File: config.mk
export PLATFORM = sky130hd
export DESIGN_NAME = word_unit_sequencer
export DESIGN_NICKNAME = d
export VERILOG_FILES = /design/src/rtl/word_unit_sequencer.sv
export SDC_FILE = /design/constraint.sdc
export NUM_CORES = 1
export LEC_CHECK = 0
export CAP_MARGIN = 20
export CORE_MARGIN = 3
export CORE_UTILIZATION = 44
export CTS_BUF_LIST = sky130_fd_sc_hd__clkbuf_8
export DETAILED_ROUTE_END_ITERATION = 8
export GPL_ROUTABILITY_DRIVEN = 0
export PLACE_DENSITY = 0.81
export SLEW_MARGIN = 20
export SYNTH_ARGS = -nofsm -noshare
export SYNTH_HDL_FRONTEND = slang
export SYNTH_SLANG_ARGS = --single-unit
File: constraint.sdc
create_clock -name CLK -period 2.05 [get_ports CLK]
set_input_delay 0.3075 -clock CLK [delete_from_list [all_inputs] [get_ports CLK]]
set_output_delay 0.3075 -clock CLK [all_outputs]
set_load 0.05 [all_outputs]
File: src/rtl/word_unit_sequencer.sv
// rtl/word_unit_sequencer.sv - fetch/decode/issue sequencer driving the word unit control strobes
// Optional illegal-instruction trap: define SEQ_TRAP_ILLEGAL_EN to halt on classes 0x8-0xF
// and expose the sticky SEQ_Illegal flag; otherwise those classes execute as NOP.
module word_unit_sequencer #(
  parameter int PC_W = 8
) (
  input  logic            CLK,
  input  logic            CPU_Reset,
  input  logic            SEQ_Run,
  output logic [PC_W-1:0] SEQ_PC,
  input  logic [15:0]     SEQ_Instr,
  output logic [7:0]      SEQ_RAMAddr,
  input  logic            SEQ_ComparatorResoult,
  output logic            SEQ_A_WE,
  output logic            SEQ_B_WE,
  output logic [1:0]      SEQ_A_OPCode,
  output logic [1:0]      SEQ_B_OPCode,
  output logic [3:0]      SEQ_ALU_OPCode,
  output logic            SEQ_OV_EN,
  output logic            SEQ_COMPARATORREG_EN,
  output logic [7:0]      SEQ_ArgToSet,
`ifdef SEQ_TRAP_ILLEGAL_EN
  output logic            SEQ_Illegal,
`endif
  output logic            SEQ_Halted
);

  typedef enum logic [1:0] {
    ST_FETCH  = 2'd0,
    ST_DECODE = 2'd1,
    ST_EXEC   = 2'd2,
    ST_HALT   = 2'd3
  } state_t;

  state_t          state, state_next;
  logic [PC_W-1:0] pc, pc_next;
  logic [15:0]     ir;
  logic [3:0]      ir_class;
  logic [3:0]      ir_sub;
  logic [7:0]      ir_arg;
  logic [PC_W-1:0] jump_target;
  logic            exec;

`ifdef SEQ_TRAP_ILLEGAL_EN
  logic illegal, illegal_next;
  assign SEQ_Illegal = illegal;
`endif

  assign ir_class    = ir[15:12];
  assign ir_sub      = ir[11:8];
  assign ir_arg      = ir[7:0];
  assign jump_target = PC_W'(ir_arg);

  // Strobes only fire in EXEC, and are killed immediately by a reset sampled in that cycle
  assign exec = (state == ST_EXEC) && !CPU_Reset;

  assign SEQ_PC       = pc;
  assign SEQ_Halted   = (state == ST_HALT);
  assign SEQ_ArgToSet = ir_arg;
  // Address the data RAM with the incoming word during DECODE so its data lands in EXEC
  assign SEQ_RAMAddr  = (state == ST_DECODE) ? SEQ_Instr[7:0] : ir_arg;

  // State, program counter, instruction register and trap flag
  always_ff @(posedge CLK) begin
    if (CPU_Reset) begin
      state <= ST_FETCH;
      pc    <= '0;
      ir    <= '0;
`ifdef SEQ_TRAP_ILLEGAL_EN
      illegal <= 1'b0;
`endif
    end else begin
      state <= state_next;
      pc    <= pc_next;
      if (state == ST_DECODE) begin
        ir <= SEQ_Instr;
      end
`ifdef SEQ_TRAP_ILLEGAL_EN
      illegal <= illegal_next;
`endif
    end
  end

  // Next-state, next-PC and strobe decode
  always_comb begin
    state_next           = state;
    pc_next              = pc;
    SEQ_A_WE             = 1'b0;
    SEQ_B_WE             = 1'b0;
    SEQ_OV_EN            = 1'b0;
    SEQ_COMPARATORREG_EN = 1'b0;
    SEQ_A_OPCode         = ir_sub[1:0];
    SEQ_B_OPCode         = ir_sub[1:0];
    SEQ_ALU_OPCode       = ir_sub;
`ifdef SEQ_TRAP_ILLEGAL_EN
    illegal_next         = illegal;
`endif
    if (ir_class == 4'h3) begin
      SEQ_A_OPCode = 2'd3;
    end

    case (state)
      ST_FETCH: begin
        if (SEQ_Run) begin
          state_next = ST_DECODE;
        end
      end
      ST_DECODE: begin
        state_next = ST_EXEC;
      end
      ST_EXEC: begin
        state_next = ST_FETCH;
        pc_next    = pc + PC_W'(1);
        case (ir_class)
          4'h0: ;
          4'h1: SEQ_A_WE = exec;
          4'h2: SEQ_B_WE = exec;
          4'h3: begin
            SEQ_A_WE  = exec;
            SEQ_OV_EN = exec;
          end
          4'h4: SEQ_COMPARATORREG_EN = exec;
          4'h5: pc_next = jump_target;
          4'h6: begin
            if (SEQ_ComparatorResoult) begin
              pc_next = jump_target;
            end
          end
          4'h7: begin
            state_next = ST_HALT;
            pc_next    = pc;
          end
          default: begin
`ifdef SEQ_TRAP_ILLEGAL_EN
            state_next   = ST_HALT;
            pc_next      = pc;
            illegal_next = 1'b1;
`endif
          end
        endcase
      end
      ST_HALT: begin
        state_next = ST_HALT;
      end
      default: begin
        state_next = ST_FETCH;
      end
    endcase
  end

endmodule

Word level (Yosys, flattened, before mapping). Index checks and enable logic that the tools add are counted.

Add/sub/neg operators: 1. Multiplexer cells: 15. Equal/unequal tests: 11. Reduce and logical (&&, ||, !) cells: 5. Bitwise operators: 1.

Operator list (number): one-hot mux 8 bit (3 select lines) (1); equality test 4 x 3 -> 1 bit (second input constant) (4); two-way mux 8 bit (2); adder 8 x 1 -> 8 bit (second input constant) (1); equality test 4 x 2 -> 1 bit (second input constant) (2); two-way mux 1 bit (8); one-hot mux 2 bit (4 select lines) (1); two-way mux 2 bit (3); equality test 2 bit (second input constant) (2); equality test 4 x 1 -> 1 bit (second input constant) (1); equality test 2 x 1 -> 1 bit (second input constant) (1); zero test 2 bit (1); inequality test 2 bit (second input constant) (1); AND reduction 2 bit (1); OR reduction 2 bit (1); logical AND 1 bit (1); zero test 1 bit (1); NOT 1 bit (1).

Output and inout port bits: 37. Flip-flop bits (word level): 26.

Longest topological paths before layout.
Depth in word-level cells: 4. Gate-level depth with buffers: 6.

Least setup slack after synthesis. No wires, ideal clock.

Path type: register -> output. Start point: reg state[0]. End point: out SEQ_COMPARATORREG_EN. Buffers on the path: 0. Path slack: -0.417 ns. Arrival time: 2.160 ns. Stages on the path, launching flop included: 3. Cells stage by stage: dfxtp_1 -> nand2b_1 -> nor4b_1.

Word-level cells in the longest chain between the ends: 4.

RTL lines: from (decl) (line 35) `state_t state, state_next;`; from (signal assigned) (line 73) `state <= state_next;`; equality test 2 bit * (line 55, 102); logical AND 1 bit (line 55) `assign exec = (state == ST_EXEC) && !CPU_Reset;`; two-way mux 1 bit (line 114) `case (ir_class)`; two-way mux 1 bit * (line 102) `case (state)`; to (decl) (line 20) `output logic SEQ_COMPARATORREG_EN,`.

Mark *: on every way between the ends. The rest lies on a longest branch, timed or not.

Worst setup path in the final report.
Start point: reg state[1]. End point: out SEQ_Halted.

Word-level cells in the longest chain between the ends: 1.

RTL lines: equality test 2 bit (line 58) `assign SEQ_Halted = (state == ST_HALT);`; to (decl) (line 25) `output logic SEQ_Halted`.

Every way passes these cells.

==> flow_summary.yaml <==
place:
  post-dp-hpwl_mm: 2.95
  pre_cts_ws_ns: 0.143
  place_inst: 261
  place_area_um2: 2020
  port_buffers: 56
setup_path:
  slowest_stage: "clkdlybuf4s50_1"
  cp_top_family: "buffers and inverters"
  crit_arrival_ns: 1.65
  path_cells: "and2_1, clkdlybuf4s50_1"
  max_stage_delay_ns: 0.80
  crit_required_ns: 1.74
  r2r_cells: 4
  cp-end-kind: "output port"
  cp-startpoint: "state[1]"
  path_depth: 2
  worst_setup_path_start_kind: "register"
  crit_buf_inv: 1
  crit_path_max_fanout: 7
  r2r-start: "ir[12]"
  worstSetupPathType: "register to output port"
synth:
  ys_async_sr_fraction_pct: 0
  synth_ff_type: "dfxtp_1"
  avgSynthCellArea_um2: 7.75
  synth.net_count: 203
  ys_ff_latch: 26
  synth_warnings: 0
  synth_top_area_share_pct: 36.9
  yosysSeqAreaShare_pct: 36.9
  synth_edf_count: 0
  synthTopCellsByCount: "46 x nand2_1, 26 x dfxtp_1, 20 x a21oi_1"
  synth_most_common_cell: "nand2_1"
  yosys.area.top_type: "dfxtp_1"
  synthCells: 182
  synthDistinctLibCells: 38
  syn_area_um2: 1410
  synthTopCellsByArea: "dfxtp_1 37%, nand2_1 12%, buf_4 7.4%, a21oi_1 7.1%, nor2_1 3.5%"
pwr:
  swShare_pct: 30.5
  pwr-share-clk_pct: 31.8
  p_switching_w: 0.000416
  ir_drop_uv: 579
  power_density_nw_per_um2: 651
  seq_power_share_pct: 40.7
  internal_power_w: 0.000947
  p_leak_nw: 0.819
  power_frac_comb_pct: 27.5
timing:
  rsz0062_at_grt: "no"
  final-hold-violation-count: 0
  skew_ns: 0.00500
  worst_slack_ns: 0.0926
  period_needed_ns: 1.96
  fmax_mhz: 511
  setup_tns_ns: 0
  drv_slew: 0
  worstMarginPinSlew_ns: 0.699
  relSlewSlack_pct: 53.2
  finalSetupViolations: 0
  period_share_pct: 95.5
clock_tree:
  ctsHtreeMaxLevel: 1
  ctsHoldBuffers: 0
  clock-sinks: 26
  cts_made_buffers: 3
  post_cts_buffers: 0
  cts_tree: "done"
  postCtsResizedCells: 0
  clockRootBuffer: "clkbuf_8"
  clk_path_buf_depth: 2
  clock_latency_ns: 0.28
  clk_pin_slew_ns: 0.09
die:
  die-area_um2: 3920
  die_h_um: 62.6
  ios: 57
  coreArea_um2: 2900
  rows: 19
  initial_core_util_pct: 48.7
  die_w_um: 62.6
routing:
  first_pass_iters: 4
  drt_iter0_drc: 77
  vias: 1423
  drc: 0
  ant_nets: 0
  wl_per_cell_um: 14.9
  via_per_inst: 5.37
  postRouteWirelength_mm: 3.94
grt:
  grt_pass1_vias: 1312
  grt_pass1_wl_mm: 6.24
  grt_use_total_pct: 19.8
  grt_max_degree: 24
  overflow: 0
  antenna_found_initial: 0
finish:
  stdcell_count: 265
  drive_gt1_share_pct: 16.1
  synthToLayoutAreaGrowth_pct: 48.3
  num_antenna_cells: 0
  multi_input_area_um2: 717
  stdcell_area_um2: 2090
  final_nets: 245
  seqCellArea_um2: 520
  n_fill_cell: 231
worst_hold_path:
  min_delay_path_depth: 2
  min_from: "ir[10]"
  hp-class: "register to register"
job:
  max_cap_violations: 0
outcome:
  status: "completed"
-- placed cells by master (no fill, tap or decap), types with 4 or more instances in the layout --
cell             count
nand3_1              4
buf_4                7
a21oi_1             20
nor2_1              13
dfxtp_1             26
clkdlybuf4s50_1     42
o21ai_0              4
buf_12              12
nand2_1             46
inv_1                5
-- layout make-up --
type | count | share of cell area [%]
clock inverters | 1 | 1.43
repair buffers | 61 | 34.1
clock buffers | 3 | 1.97
multi-input cells | 127 | 34.2
inverters | 5 | 0.897
well taps | 42 | 2.51
flip-flops and latches | 26 | 24.9
-- flip-flops by register name (all words and copies together), names as in the netlist --
register  cells
state         2
ir           16
SEQ_PC        8
-- power by group through the flow --
stage          Combinational (W)  Clock (W)  Sequential, W
2_1_floorplan           0.000230          0       0.000563
3_3_place_gp            0.000367          0       0.000565
3_5_place_dp            0.000374          0       0.000567
4_1_cts                 0.000377   0.000432       0.000555
5_1_grt                 0.000395   0.000449       0.000560
6_report                0.000375   0.000433       0.000555
-- logic make-up (layout without fill, tap and decap cells) --
logic type | Yosys count | in the layout | share of synthesized area [%]
AOI/OAI and AO/OA | 36 | 36 | 16.0
adders and majority gates | 1 | 1 | 0.886
buffers and inverters | 29 | 70 | 13.1
DFF | 26 | 26 | 36.9
muxes | 6 | 6 | 4.52
and+or+nand+nor | 84 | 84 | 28.6
-- worst min-delay path, stage by stage, from the launching register on --
cell and delay [ns]:
dfxtp_1 0.32, nand2_1 0.05, a21oi_1 0.06
-- through the flow --
step,power [W],util [%],hold WS [ns]
6_report,0.00136,72.2,0.465
5_1_grt,0.00140,72.2,0.498
4_1_cts,0.00136,72.2,0.468
3_5_place_dp,0.000941,69.7,0.455
3_3_place_gp,0.000932,69.7,0.443
2_1_floorplan,0.000793,-,0.437
-- final timing paths --
kind	endpoint	slack [ns]
worst min-delay path	ir[10]	0.46
worst min register to register	ir[10]	0.46
worst max register to register	SEQ_PC[7]	0.19
worst max-delay path	SEQ_Halted	0.09
-- metal layers --
layer,vias to the layer above,global-route usage [%],share of wire (%)
li1,682,-,-
met1,653,22.3,37
met2,73,36.2,53
met3,15,4.50,6.7
met4,0,6.61,2.6
met5,-,0,0
Note: power is estimated with default switching activity, not from simulation.
